[src/rtl/wait_event_pkg.sv]
// Shared types for the wait-event monitor: event kinds, FSM states and the
// timeout encoding that means "wait forever".
package wait_event_pkg;

  typedef enum logic [1:0] {
    RISE = 2'd0,
    FALL = 2'd1,
    HIGH = 2'd2,
    LOW  = 2'd3
  } wait_type_t;

  typedef enum logic [1:0] {
    IDLE   = 2'd0,
    WAIT   = 2'd1,
    REPORT = 2'd2
  } wait_state_t;

  localparam int TIMEOUT_INFINITE = 0;

endpackage

[src/rtl/wait_event_detect.sv]
// Picks one bit out of the current/previous sample vectors and evaluates the
// requested edge or level condition on it.
module wait_event_detect
  import wait_event_pkg::*;
#(
  parameter int WAIT_SIZE = 16,
  parameter int SEL_W     = 5
) (
  input  logic [WAIT_SIZE-1:0] cur_i,
  input  logic [WAIT_SIZE-1:0] prev_i,
  input  logic [SEL_W-1:0]     sel_i,
  input  wait_type_t           type_i,
  output logic                 hit_o
);

  logic cur_b;
  logic prev_b;

  // Loop mux keeps out-of-range selects at zero without a wide index.
  always_comb begin
    cur_b  = 1'b0;
    prev_b = 1'b0;
    for (int i = 0; i < WAIT_SIZE; i++) begin
      if (sel_i == SEL_W'(i)) begin
        cur_b  = cur_i[i];
        prev_b = prev_i[i];
      end
    end
  end

  always_comb begin
    hit_o = 1'b0;
    case (type_i)
      RISE:    hit_o = cur_b & ~prev_b;
      FALL:    hit_o = ~cur_b & prev_b;
      HIGH:    hit_o = cur_b;
      LOW:     hit_o = ~cur_b;
      default: hit_o = 1'b0;
    endcase
  end

endmodule

[src/rtl/wait_event_ctrl.sv]
// Wait-command monitor: accepts one wait at a time, counts cycles until the
// selected bit shows the event or the timeout expires, then reports.
module wait_event_ctrl
  import wait_event_pkg::*;
#(
  parameter int WAIT_SIZE = 16,
  parameter int SEL_W     = 5,
  parameter int TIMEOUT_W = 32
) (
  input  logic                 clk,
  input  logic                 rst_n,
  input  logic [WAIT_SIZE-1:0] i_wait_signals,
  input  logic                 i_cmd_valid,
  output logic                 o_cmd_ready,
  input  logic [SEL_W-1:0]     i_cmd_sel,
  input  logic [1:0]           i_cmd_type,
  input  logic [TIMEOUT_W-1:0] i_cmd_timeout,
  input  logic                 i_abort,
  output logic                 o_done,
  output logic                 o_timeout_err,
  output logic                 o_sel_err,
  output logic [TIMEOUT_W-1:0] o_elapsed
);

  wait_state_t          state_q, state_d;
  logic [WAIT_SIZE-1:0] prev_q;
  logic [SEL_W-1:0]     sel_q, sel_d;
  wait_type_t           type_q, type_d;
  logic [TIMEOUT_W-1:0] tmo_q, tmo_d;
  logic [TIMEOUT_W-1:0] cnt_q, cnt_d;
  logic [TIMEOUT_W-1:0] elapsed_q, elapsed_d;
  logic                 terr_q, terr_d;
  logic                 serr_q, serr_d;

  logic                 hit;
  logic                 sel_bad;
  logic                 expired;
  logic [TIMEOUT_W-1:0] cnt_inc;

  wait_event_detect #(
    .WAIT_SIZE (WAIT_SIZE),
    .SEL_W     (SEL_W)
  ) u_detect (
    .cur_i  (i_wait_signals),
    .prev_i (prev_q),
    .sel_i  (sel_q),
    .type_i (type_q),
    .hit_o  (hit)
  );

  // Saturate instead of wrapping so an infinite wait never reports a small count.
  assign cnt_inc = (&cnt_q) ? cnt_q : cnt_q + TIMEOUT_W'(1);
  assign sel_bad = int'(i_cmd_sel) >= WAIT_SIZE;
  assign expired = (tmo_q != TIMEOUT_W'(TIMEOUT_INFINITE)) && (cnt_inc == tmo_q);

  always_comb begin
    state_d   = state_q;
    sel_d     = sel_q;
    type_d    = type_q;
    tmo_d     = tmo_q;
    cnt_d     = cnt_q;
    elapsed_d = elapsed_q;
    terr_d    = terr_q;
    serr_d    = serr_q;
    case (state_q)
      IDLE: begin
        if (i_cmd_valid) begin
          sel_d     = i_cmd_sel;
          type_d    = wait_type_t'(i_cmd_type);
          tmo_d     = i_cmd_timeout;
          cnt_d     = '0;
          elapsed_d = '0;
          terr_d    = 1'b0;
          serr_d    = sel_bad;
          state_d   = sel_bad ? REPORT : WAIT;
        end
      end
      WAIT: begin
        cnt_d     = cnt_inc;
        elapsed_d = cnt_inc;
        // Abort beats completion; a hit beats a same-cycle timeout.
        if (i_abort) begin
          state_d = IDLE;
        end else if (hit) begin
          terr_d  = 1'b0;
          state_d = REPORT;
        end else if (expired) begin
          terr_d  = 1'b1;
          state_d = REPORT;
        end
      end
      REPORT:  state_d = IDLE;
      default: state_d = IDLE;
    endcase
  end

  always_ff @(posedge clk or negedge rst_n) begin
    if (!rst_n) begin
      state_q   <= IDLE;
      prev_q    <= '0;
      sel_q     <= '0;
      type_q    <= RISE;
      tmo_q     <= '0;
      cnt_q     <= '0;
      elapsed_q <= '0;
      terr_q    <= 1'b0;
      serr_q    <= 1'b0;
    end else begin
      state_q   <= state_d;
      prev_q    <= i_wait_signals;
      sel_q     <= sel_d;
      type_q    <= type_d;
      tmo_q     <= tmo_d;
      cnt_q     <= cnt_d;
      elapsed_q <= elapsed_d;
      terr_q    <= terr_d;
      serr_q    <= serr_d;
    end
  end

  assign o_cmd_ready   = (state_q == IDLE);
  assign o_done        = (state_q == REPORT);
  assign o_timeout_err = o_done & terr_q;
  assign o_sel_err     = o_done & serr_q;
  assign o_elapsed     = elapsed_q;

endmodule

[config.mk]
export PLATFORM = sky130hd
export DESIGN_NAME = wait_event_ctrl
export DESIGN_NICKNAME = d
export VERILOG_FILES = /design/src/rtl/wait_event_pkg.sv /design/src/rtl/wait_event_detect.sv /design/src/rtl/wait_event_ctrl.sv
export SDC_FILE = /design/constraint.sdc
export NUM_CORES = 1
export LEC_CHECK = 0
export CAP_MARGIN = 20
export CORE_ASPECT_RATIO = 0.5
export CORE_MARGIN = 8
export CORE_UTILIZATION = 30
export CTS_CLUSTER_DIAMETER = 100
export DETAILED_ROUTE_END_ITERATION = 8
export PLACE_DENSITY = 0.55
export SLEW_MARGIN = 5
export SYNTH_ARGS = -nofsm -noshare
export SYNTH_HDL_FRONTEND = slang
export SYNTH_SLANG_ARGS = --single-unit
export TNS_END_PERCENT = 100
[constraint.sdc]
create_clock -name clk -period 3.9 [get_ports clk]
set_clock_uncertainty 0.05 [all_clocks]
set_input_delay 1.17 -clock clk [delete_from_list [all_inputs] [get_ports clk]]
set_output_delay 1.17 -clock clk [all_outputs]
set_load 0.03 [all_outputs]
==> flow_summary.ini <==
[status]
outcome = completed

[global_routing]
grt_max_degree = 64
busiest_layer = met2
grt_pass1_vias = 5424
grt_use_met1_pct = 23.4
grt_overflow = 0
grtUsageMet3_pct = 3.70
grt_usage_pct = 16.8
grtUsageMet2_pct = 25.8
grt_pass1_wl_um = 31700
antenna_found_initial = 0

[cts]
cts.path.max_buffers = 2
cts_root_buf = clkbuf_16
path_clk_slew_ns = 0.07
post_cts_buffers = 0
cts_hold_buf = 0
cts_sinks = 91
cts_tree = yes
cts_made_buffers = 9
clk-insertion-delay-late_ns = 0.35
h-tree-depth = 3
cts_resized = 0

[synthesis]
syn-num-nets = 737
ys_top_cells_by_area = dfrtp_1 (41%), nand2_1 (12%), o21ai_0 (4.4%)
syn-cell-area_um2 = 5610
synth.ff_latch_count = 91
synthCells = 677
synth_cell_type_count = 68
yosys_warnings = 0
synth-async-reset-ratio_pct = 100
syn_avg_cell_area_um2 = 8.29
synth_top_area_share_pct = 40.6
yosysSeqAreaShare_pct = 40.6
synth_ff_type = dfrtp_1
yosysTopAreaCell = dfrtp_1
synth_enable_flop_cells = 0

[place]
hpwl_um = 15200
portBuffers = 94
gp_congestion = 0.932
place_area_um2 = 6900

[critical_path]
end_kind = flop
criticalPathCategory = reg2reg
worstPathRequired_ns = 4.10
cp-start-kind = flop
ff2ff_setup_slack_ns = 0.34
r2r_end = state_q[0]$_DFFE_PN0P_
worst-path-max-fanout = 10
timing.rr.start = o_elapsed[14]$_DFFE_PN0P_
worst_ep_arrival_time_ns = 3.76
rr_worst_depth = 9

[layout]
n_antenna_cell = 0
nets = 827
syn2layout_area_growth_pct = 28.8
seq_area_um2 = 2280
n_fill_cell = 1847
drive_gt1_share_pct = 8.03
fin_area_um2 = 7220
multi_input_area_um2 = 3110

[floorplanning]
io_pins = 95
dieArea_um2 = 23600
rows = 35
chipWidth_um = 209
die_y_um = 113
start_util_pct = 30.6
core_um2 = 18300

[timing]
tns_ns = 0
report.final.slew_viol_count = 0
fmax_mhz = 281
tightest_slew_ns = 0.838
slew_headroom_pct = 44.1
rsz0062_at_grt = false
finalCritPeriodShare_pct = 91.2
hold_viol = 0
setup_viol = 0
fin_crit_ns = 3.56

[drt]
routedWlPerCell_um = 19.6
avgViaCountPerCell = 5.34
antenna_left = 0
drt_wl_total_um = 19900
drtIter0Drc = 370
firstDrtPassIters = 5
drcViolationCount = 0
vias = 5400

[min_path]
min-delay-path-class = reg2reg
min_to = serr_q$_DFFE_PN0P_
min_from = serr_q$_DFFE_PN0P_
min_path_cells = 2

[power_and_ir_drop]
p_per_area_nw_per_um2 = 525
irDropWorstVdd_mv = 0.226
p_leak_nw = 2.94

[run]
drv_cap = 0
==> cells in the mapped netlist (all sizes together) (13+ instances only) <==
cell / n
nor2: 30
nand2: 173
clkbuf: 32
nor4: 16
buf: 13
xnor2: 24
nand4: 21
o31ai: 16
xor2: 16
dfrtp: 91
o21ai: 49
nand3: 24
a21oi: 23
==> report_power, final <==
group / internal, mW / switching, mW
clock network: 0.583 / 0.385
registers: 1.15 / 0.331
logic: 0.586 / 0.765
total: 2.31 / 1.48
==> worst max-delay path, cell delays in order, from the launching register on <==
cell and delay, ns:
dfrtp_1 0.52, nand4_1 0.21, or3_1 0.62, a2111oi_0 0.70
buf_4 0.24, mux2i_1 0.23, o211ai_1 0.12, nor4_1 0.23
nand4_1 0.25, a31o_1 0.28
==> cell type report <==
cell class | count | area share [%]
flip-flops and latches | 91 | 31.5
well taps | 240 | 4.16
multi-input cells | 533 | 43.1
repair buffers | 124 | 16.3
clock inverters | 5 | 1.18
inverters | 8 | 0.416
clock buffers | 11 | 3.36
==> cell usage in the layout (no fill, tap or decap), drive strengths merged, types with 3 or more instances in the layout <==
cell	n
dfrtp	91
o41ai	8
clkbuf	11
a21oi	23
buf	31
nand3b	5
o211ai	4
nand2b	6
a2111oi	5
nand2	173
clkdlybuf4s50	93
xor2	16
nor4	16
a211oi	3
nor3	10
nor3b	4
nand4	21
and2	6
o2111ai	3
a311oi	4
nor2	30
nor2b	9
o21ai	49
nand3	24
o22ai	4
o31ai	16
xnor2	24
inv	9
a31oi	12
mux2i	10
and3	4
or3	5
and4	7
==> per-layer routing <==
metal | routed length [um] | part of all wire, %
met1 | 9600 | 48
met2 | 8860 | 45
met3 | 959 | 4.8
met4 | 442 | 2.2
met5 | 0 | 0
==> worst max-delay path by stage <==
stage | to | slack [ns] | cells past startpoint | start
final | state_q[0]$_DFFE_PN0P_ | 0.34 | 9 | o_elapsed[14]$_DFFE_PN0P_
after global routing | state_q[0]$_DFFE_PN0P_ | 0.18 | 9 | o_elapsed[14]$_DFFE_PN0P_
after CTS | state_q[0]$_DFFE_PN0P_ | 0.32 | 9 | o_elapsed[14]$_DFFE_PN0P_
after detailed placement | state_q[0]$_DFFE_PN0P_ | 0.36 | 9 | o_elapsed[14]$_DFFE_PN0P_
after global placement | state_q[0]$_DFFE_PN0P_ | 0.34 | 9 | o_elapsed[14]$_DFFE_PN0P_
after floorplan | state_q[0]$_DFFE_PN0P_ | 0.72 | 9 | o_elapsed[1]$_DFFE_PN0P_
==> stage by stage <==
stage / setup slack [ns] / power [mW] / hold WS (ns) / std cells / utilization [%]
after floorplan: 0.724 / 2.32 / 0.388 / 677 / -
after CTS: 0.322 / 3.82 / 0.435 / 1012 / 39.4
final: 0.342 / 3.79 / 0.431 / 1012 / 39.4
after global placement: 0.337 / 2.83 / 0.415 / 996 / 37.6
after global routing: 0.180 / 4.06 / 0.467 / 1012 / 39.4
after detailed placement: 0.355 / 2.84 / 0.417 / 996 / 37.6
==> logic make-up (layout without fill, tap and decap cells) <==
family                     Yosys count  in the layout  synth area share [%]
and+or+nand+nor                    328            328                  28.3
AOI/OAI and AO/OA                  151            151                  18.0
DFF                                 91             91                  40.6
buffers and inverters               53            148                  3.93
xor gates and xnor gates            40             40                  6.24
muxes                               13             13                  2.79
adders and majority gates            1              1                 0.223
==> flip-flops by register name, indices dropped and copies added (netlist names) <==
name and flops:
type_q 2, prev_q 16, terr_q 1, sel_q 5, tmo_q 32, state_q 2
o_elapsed 32, serr_q 1
Power figures use the tool's default switching activity.
